==> src/rtl/diram_sweep_if.sv <==
// Bus bundle for diram_sweep: write port, clear request, two read ports and status.
// master drives the table (rule loader / readers), slave is the RAM itself.
interface diram_sweep_if #(
    parameter int WIDTH = 6,
    parameter int AW    = 3
);
    logic [WIDTH-1:0] DIN;
    logic             W;
    logic [AW-1:0]    WADD;
    logic             CLR;
    logic [AW-1:0]    RADD_A;
    logic [AW-1:0]    RADD_B;
    logic [WIDTH-1:0] DOUT_A;
    logic [WIDTH-1:0] DOUT_B;
    logic             READY;
    logic             WERR;

    modport master (
        output DIN, W, WADD, CLR, RADD_A, RADD_B,
        input  DOUT_A, DOUT_B, READY, WERR
    );

    modport slave (
        input  DIN, W, WADD, CLR, RADD_A, RADD_B,
        output DOUT_A, DOUT_B, READY, WERR
    );
endinterface

==> src/rtl/diram_sweep.sv <==
// Dual-read, single-write register RAM with an init sweep after reset and on CLR.
// Define DIRAM_SWEEP_BYPASS_EN for write-first read ports; default is read-first.
module diram_sweep #(
    parameter int               WIDTH    = 6,
    parameter int               DEPTH    = 8,
    parameter int               AW       = $clog2(DEPTH),
    parameter logic [WIDTH-1:0] INIT_VAL = 6'b011111
) (
    input  logic         clk,
    input  logic         rst_n,
    diram_sweep_if.slave bus
);
    typedef enum logic {INIT, RUN} state_t;

    localparam logic [AW:0]   DEPTH_W = (AW+1)'(DEPTH);
    localparam logic [AW-1:0] LAST    = AW'(DEPTH - 1);

    state_t           state, state_nxt;
    logic [AW-1:0]    cnt, cnt_nxt;
    logic [WIDTH-1:0] mem [DEPTH];
    logic             mem_we;
    logic [AW-1:0]    mem_addr;
    logic [WIDTH-1:0] mem_data;
    logic             werr, werr_nxt;
    logic [WIDTH-1:0] dout_a, dout_b, dout_a_nxt, dout_b_nxt;
    logic [WIDTH-1:0] rd_a, rd_b;
    logic             wadd_ok, write_ok;

    assign wadd_ok  = ({1'b0, bus.WADD} < DEPTH_W);
    assign write_ok = (state == RUN) && bus.W && !bus.CLR && wadd_ok;

    // Out-of-range read addresses look like freshly initialised words.
    always_comb begin
        rd_a = INIT_VAL;
        rd_b = INIT_VAL;
        if ({1'b0, bus.RADD_A} < DEPTH_W) begin
            rd_a = mem[bus.RADD_A];
        end
        if ({1'b0, bus.RADD_B} < DEPTH_W) begin
            rd_b = mem[bus.RADD_B];
        end
`ifdef DIRAM_SWEEP_BYPASS_EN
        if (write_ok && bus.RADD_A == bus.WADD) begin
            rd_a = bus.DIN;
        end
        if (write_ok && bus.RADD_B == bus.WADD) begin
            rd_b = bus.DIN;
        end
`endif
    end

    always_comb begin
        state_nxt  = state;
        cnt_nxt    = cnt;
        mem_we     = 1'b0;
        mem_addr   = cnt;
        mem_data   = INIT_VAL;
        werr_nxt   = 1'b0;
        dout_a_nxt = INIT_VAL;
        dout_b_nxt = INIT_VAL;
        case (state)
            INIT: begin
                mem_we   = 1'b1;
                werr_nxt = bus.W;
                if (cnt == LAST) begin
                    state_nxt = RUN;
                    cnt_nxt   = '0;
                end else begin
                    cnt_nxt = cnt + AW'(1);
                end
            end
            RUN: begin
                // A write colliding with CLR is dropped and flagged like a bad address.
                werr_nxt   = bus.W && (bus.CLR || !wadd_ok);
                mem_we     = write_ok;
                mem_addr   = bus.WADD;
                mem_data   = bus.DIN;
                dout_a_nxt = rd_a;
                dout_b_nxt = rd_b;
                if (bus.CLR) begin
                    state_nxt = INIT;
                    cnt_nxt   = '0;
                end
            end
            default: begin
                state_nxt = INIT;
                cnt_nxt   = '0;
            end
        endcase
    end

    always_ff @(posedge clk or negedge rst_n) begin
        if (!rst_n) begin
            state  <= INIT;
            cnt    <= '0;
            werr   <= 1'b0;
            dout_a <= INIT_VAL;
            dout_b <= INIT_VAL;
        end else begin
            state  <= state_nxt;
            cnt    <= cnt_nxt;
            werr   <= werr_nxt;
            dout_a <= dout_a_nxt;
            dout_b <= dout_b_nxt;
        end
    end

    // Storage is deliberately unreset; the sweep rewrites every word instead.
    always_ff @(posedge clk) begin
        if (mem_we) begin
            mem[mem_addr] <= mem_data;
        end
    end

    assign bus.READY  = (state == RUN);
    assign bus.WERR   = werr;
    assign bus.DOUT_A = dout_a;
    assign bus.DOUT_B = dout_b;
endmodule

==> src/flat_wrapper.sv <==
// flat-port wrapper written by rule: the top's interface ports become plain ports
module diram_sweep_flat 
#(
    parameter int               WIDTH    = 6,
    parameter int               DEPTH    = 8,
    parameter int               AW       = $clog2(DEPTH),
    parameter logic [WIDTH-1:0] INIT_VAL = 6'b011111
)
  (clk, rst_n, bus_DIN, bus_W, bus_WADD, bus_CLR, bus_RADD_A, bus_RADD_B, bus_DOUT_A, bus_DOUT_B, bus_READY, bus_WERR);
  diram_sweep_if #(.WIDTH(WIDTH), .AW(AW)) bus_i ();
  input  logic clk;
  input  logic rst_n;
  input wire logic [$bits(bus_i.DIN)-1:0] bus_DIN;
  input wire logic [$bits(bus_i.W)-1:0] bus_W;
  input wire logic [$bits(bus_i.WADD)-1:0] bus_WADD;
  input wire logic [$bits(bus_i.CLR)-1:0] bus_CLR;
  input wire logic [$bits(bus_i.RADD_A)-1:0] bus_RADD_A;
  input wire logic [$bits(bus_i.RADD_B)-1:0] bus_RADD_B;
  output wire logic [$bits(bus_i.DOUT_A)-1:0] bus_DOUT_A;
  output wire logic [$bits(bus_i.DOUT_B)-1:0] bus_DOUT_B;
  output wire logic [$bits(bus_i.READY)-1:0] bus_READY;
  output wire logic [$bits(bus_i.WERR)-1:0] bus_WERR;
  assign bus_i.DIN = bus_DIN;
  assign bus_i.W = bus_W;
  assign bus_i.WADD = bus_WADD;
  assign bus_i.CLR = bus_CLR;
  assign bus_i.RADD_A = bus_RADD_A;
  assign bus_i.RADD_B = bus_RADD_B;
  assign bus_DOUT_A = bus_i.DOUT_A;
  assign bus_DOUT_B = bus_i.DOUT_B;
  assign bus_READY = bus_i.READY;
  assign bus_WERR = bus_i.WERR;
  diram_sweep #(.WIDTH(WIDTH), .DEPTH(DEPTH), .AW(AW), .INIT_VAL(INIT_VAL)) u_core (.clk(clk), .rst_n(rst_n), .bus(bus_i));
endmodule
==> config.mk <==
export PLATFORM = sky130hd
export DESIGN_NAME = diram_sweep_flat
export DESIGN_NICKNAME = d
export VERILOG_FILES = /design/src/rtl/diram_sweep_if.sv /design/src/rtl/diram_sweep.sv /design/src/flat_wrapper.sv
export SDC_FILE = /design/constraint.sdc
export NUM_CORES = 1
export LEC_CHECK = 0
export ABC_AREA = 0
export ABC_CLOCK_PERIOD_IN_PS = 1700
export CAP_MARGIN = 10
export CORE_ASPECT_RATIO = 1.4
export CORE_UTILIZATION = 44
export DETAILED_ROUTE_END_ITERATION = 6
export HOLD_SLACK_MARGIN = 0.15
export PLACE_DENSITY = 0.75
export SLEW_MARGIN = 20
export SYNTH_ARGS = -nofsm -noshare
export SYNTH_HDL_FRONTEND = slang
export SYNTH_SLANG_ARGS = --single-unit
==> constraint.sdc <==
create_clock -name clk -period 1.7 [get_ports clk]
set_input_delay 0.51 -clock clk [delete_from_list [all_inputs] [get_ports clk]]
set_output_delay 0.51 -clock clk [all_outputs]
set_load 0.02 [all_outputs]
---- Word level (Yosys, flattened, before mapping) ----
Memories as Yosys holds them, arrays and structs flattened.
Index checks and enable logic that the tools add are counted.
word-level totals
  bits in registers ....................... 17
  memory bits (writable) .................. 48
  input bits .............................. 19
  output and inout bits ................... 14
  word-level logic and storage cells ...... 28
  memories kept ........................... 1
memory list
  memory      depth  bits a word  rd ports  clocked after Yosys merged registers in  wr ports  line               source
  u_core.mem  8      6            2         0                                        1         diram_sweep.sv:20  logic [WIDTH-1:0] mem [DEPTH];
operators by class
  $add $sub $neg .......................... 1
  equal/unequal tests ..................... 2
  mux-type cells .......................... 14
  bitwise operators ....................... 1
  reductions and logical operators ........ 4
operators by type and width
  operator               number
  $mux W6                3
  $mux W3                3
  $pmux W1 S2            3
  $pmux W3 S2            1
  $mux W1                4
  $add A3 B1 Y3 const B  1
  $eq A3 B3 Y1 const B   1
  $logic_and A1 B1 Y1    3
  $ne A2 B2 Y1 const B   1
  $logic_not A1 Y1       1
  $not A1 Y1             1

---- Depth between registers and ports, before layout ----
  depth in word-level cells ............... 5
  mapped depth ............................ 5
  gate-level depth less buffers ........... 4

---- Worst setup path before layout ----
OpenSTA, ideal clock, no wires.
  kind .................................... reg2reg
  start ................................... reg u_core.state (netlist: u_core.bus.READY)
  end ..................................... mem u_core.mem[0][0], enable pin
  setup time .............................. 0.350 ns
  data arrival time ....................... 1.347 ns
  required time ........................... 1.350 ns
  setup slack ............................. 0.004 ns
  stages on the path, launching flop included .. 5
  buffers on the path ..................... 2
  clock period less this slack ............ 1.696 ns
  path through ............................ dfrtp_1 buf_4 clkbuf_1 a31oi_1 nor2_1
between the ends
  longest elaborated chain between the ends .. 5
RTL lines
  element                           line                source
  start: declaration                diram_sweep.sv:18   state_t state, state_nxt;
  start signal: assignment          diram_sweep.sv:100  state <= state_nxt;
  $logic_and A1 B1 Y1 (2 in a row)  diram_sweep.sv:30   assign write_ok = (state == RUN) && bus.W && !bus.CLR && wadd_ok;
  $pmux W1 S2                       diram_sweep.sv:61   case (state)
  $mux W1                           diram_sweep.sv:110  if (mem_we) begin
  $mux W1 (implied by the code)     diram_sweep.sv:111  mem[mem_addr] <= mem_data;
  end: declaration                  diram_sweep.sv:20
Several ways; a longest one is shown, not always the timed one.

---- Worst setup path after layout ----
  start ................................... in bus_RADD_A[2]
  end ..................................... reg u_core.dout_a[5] (netlist: u_core.bus.DOUT_A[5])
between the ends
  longest elaborated chain between the ends .. 2
RTL lines
  element                   line                source
  start: declaration        flat_wrapper.sv:17  input wire logic [$bits(bus_i.RADD_A)-1:0] bus_RADD_A;
  $mem_v2 Z8 W6             n/a
  $mux W6                   diram_sweep.sv:61
  via u_core.dout_a_nxt[5]  diram_sweep.sv:25   logic [WIDTH-1:0] dout_a, dout_b, dout_a_nxt, dout_b_nxt;
  end signal: assignment    diram_sweep.sv:103  dout_a <= dout_a_nxt;
  end: declaration          diram_sweep.sv:25
The timed path passes the listed nets, and every way through them passes these cells.
A chain may end at the register's enable or synchronous reset.

==> results by group <==
Critical path
  – Reg2reg path depth: 5
  – FF-to-FF End: u_core.mem[1][5]
  – Critical Path RT: 1.92 ns
  – Critical Path Start Type: input pin
  – Critical R2R Launch: u_core.bus.READY
  – Slowest-stage cell, CP: clkdlybuf4s50_1
  – Crit-path max FO: 12
  – Crit Path Category: in2reg
  – Reg2reg setup slack: around 0.15 ns
  – End of the critical path: u_core.bus.DOUT_A[5]
  – Highest cell delay on the worst timing path: between 0.5 and 0.6 ns
  – Worst-path cell chain: clkdlybuf4s50_1 -> buf_12 -> buf_4 -> mux2i_1 -> a211oi_1
  – Worst Setup SP: bus_RADD_A[2]
  – Critical Path End Type: register
  – CP Data Arrival Time: between 1.5 and 2 ns

Timing
  – RSZ-0062 raised after global routing: yes
  – Slew HR: 61.05%
  – Slew Limit Fails: 0
  – Slew @ Worst Pin: 0.5831 ns
  – Hold violation count in the final report: 0
  – Final Critical Period: approximately 1.7 ns
  – Final setup vio count: 0
  – Setup TNS: 0 ns
  – Max frequency: between 500 and 600 MHz
  – Worst setup margin: between 0.02 and 0.025 ns
  – Clock Skew: ~0.011 ns
  – Period utilization: 98.54%

Drt
  – Antenna-violating nets left: 0
  – Total wire length: 6394 um
  – TritonRoute pass-1 iters: 4
  – Via Count: ~1900
  – Vias per inst: 5.273
  – Iter 0 DRT Violations: ~70
  – DRC: 0
  – DR WL/cell: around 18 um

Floorplanning
  – Die ar.: 7333 sq um
  – Initial Utilization: a little under half
  – Row cnt: 35
  – IO Count: 33
  – Core area: approximately 6700 sq um
  – Die X: 72.66 um
  – Die Ht: between 100 and 150 um

Job
  – MaxCap Viol Count: 0

Power and ir drop
  – Leak: between 0.001 and 0.0015 uW
  – Peak supply drop: ~0.00086 V
  – Pwr Total: roughly 5100 uW
  – Cell area power density: approximately 1400 nW/um^2

CTS
  – Post-CTS Hold Fix Bufs: 0
  – CTS tree: done
  – Htree depth: 3
  – Clock Path Buffers: 2
  – Sink Count: 65
  – Setup bufs post-CTS: 0
  – CTS buffer count: 9
  – Clock latency on the worst-skew pair: roughly 0.35 ns
  – Clk slew on worst S/H paths: ~0.07 ns
  – Clock Tree Root: clkbuf_8
  – Cts repair resizes: 25

Global route
  – Largest net degree at the start of global routing: 38
  – Total global-route track usage: between 10% and 20%
  – Layer with the highest usage: met2
  – First-pass GRT wire length: 9936 um
  – Grt met1 use: a little over a fifth
  – Met3 usage: around 6.4%
  – Vias in the first global route: around 2000
  – Total gr overflow: 0
  – Initial antenna violation count: 0
  – Met2 GRT Util: ~34%

Synth
  – Largest family of logic cells by synthesized area: multiplexers
  – Yosys top cell by area: edfxtp_1
  – Post-synthesis mux area share: 17.90%
  – Post-synthesis adder-cell area fraction: less than 1%
  – Post-synth EDFFs: between 40 and 50
  – Top-count cell post-synth: edfxtp_1
  – Seq/Total Area, Yosys: about 61%
  – Syn Std Cell Area: a little over 3000 sq um
  – Post-synth top flop: edfxtp_1
  – Synth cell count leaders: edfxtp_1 (48), mux2i_1 (22), nor2_1 (16)
  – Post-synth top area share: 46.87%
  – Synth Register Bits: 65
  – Largest cells by area after synthesis: edfxtp_1 (47%), dfstp_2 (8.5%), mux2i_1 (7.2%)
  – Compound-cell area share of the yosys netlist: 10.33%
  – Post-synth ARST share: between 20% and 30%
  – Synth warn: 0
  – Avg Cell Area, Syn: ~15 sq um
  – Post-synthesis instance total: about 210
  – Distinct cells, synth: 35
  – Synthesized net count: 230
  – Post-synthesis simple-gate area fraction: between 5 and 6%
  – Post-synthesis xor/xnor area fraction: 0%

Placement
  – Placed Instances: between 300 and 400
  – I/O Buffers: 32
  – GPL Wtd Cong: roughly 0.84
  – Post-DP HPWL: around 4600 um
  – Area after DPL: 3617 sq um
  – DP Worst Slack: -0.3703 ns

Layout
  – Share of cells above drive strength 1: 31.00%
  – Nets: 287
  – Number of fill cells in the layout: about 570
  – Final Non-Filler Cells: 363
  – Final instance area: around 3800 sq um
  – ANT cells: 0
  – Area growth, synth to finish: 22.62%

Hold path
  – Hold Path Class: in2async

Outcome
  – Outcome: completed
## cell families (layout without fill, tap and decap cells)
family | count (synthesis) | count (layout)
DFF | 65 | 65
and+or+nand+nor | 35 | 35
muxes | 46 | 46
adders and majority gates | 2 | 2
AOI/OAI and AO/OA | 45 | 45
buffers and inverters | 16 | 78
## cell type report
| class | count | area, sq um | area share (%) |
|---|---|---|---|
| Inverter | 6 | 22.52 | 0.5972 |
| Clock buffer | 12 | 166.4 | 4.413 |
| Tap cell | 92 | 115.1 | 3.052 |
| Multi-Input combinational cell | 128 | 1069 | 28.33 |
| Sequential cell | 65 | 1879 | 49.83 |
| Clock inverter | 4 | 25.02 | 0.6636 |
| Timing Repair Buffer | 56 | 494.2 | 13.11 |
## through the flow
step | hold slack [ns] | util [%]
finish | 0.4881 | 56.65
CTS | 0.4731 | 57.16
detailed placement | 0.5890 | 54.34
global route | 0.5059 | 56.65
global placement | 0.5760 | 54.34
floorplan | 0.2144 | -
## power breakdown
group	internal (uW)	switching (uW)	leakage, uW
logic	636	831	0.000735
registers	2230	188	0.000603
clock network	656	571	0.000102
total	3520	1590	0.00144
## placed cells by master (no fill, tap or decap), drive strengths merged, types with 2 or more instances in the layout
master and n:
nor2 16, mux4 2, mux2i 22, inv 7, clkdlybuf4s15 2, nand2 5
a31oi 2, a211oi 2, clkbuf 20, or2b 3, clkdlybuf4s50 18, a32oi 2
dlygate4sd2 4, a22o 10, dfrtp 7, dfstp 10, edfxtp 48, buf 24
mux2 22, clkinv 3, o22ai 12, nor2b 5, o21ai 12, nand2b 4
ha 2
## registers in the layout (all words and copies together), names as in the netlist
signal             count
u_core.bus.WERR        1
u_core.bus.DOUT_B      6
u_core.bus.DOUT_A      6
u_core.bus.READY       1
u_core.cnt             3
u_core.mem            48
## per-layer routing
layer  vias to the layer above  part of all wire (%)
met5                         -                     0
met4                         0                   2.9
met3                        14                   3.7
met2                        55                    54
met1                       934                    39
li1                        911                     -
## how the worst min path moves through the flow
stage	from	slack (ns)	endpoint
floorplan	rst_n	0.21	u_core.bus.DOUT_A[5]
global placement	u_core.cnt[1]	0.58	u_core.cnt[1]
detailed placement	u_core.cnt[1]	0.59	u_core.cnt[1]
CTS	rst_n	0.47	u_core.bus.WERR
global route	rst_n	0.51	u_core.bus.READY
finish	rst_n	0.49	u_core.bus.READY
## worst max-delay path: cells and delay by family
kind                   cells  cell delay (ns)
buffers and inverters      3             0.89
muxes                      1             0.12
AOI/OAI and AO/OA          1             0.37
No activity file was read; power rests on OpenSTA's default activity.
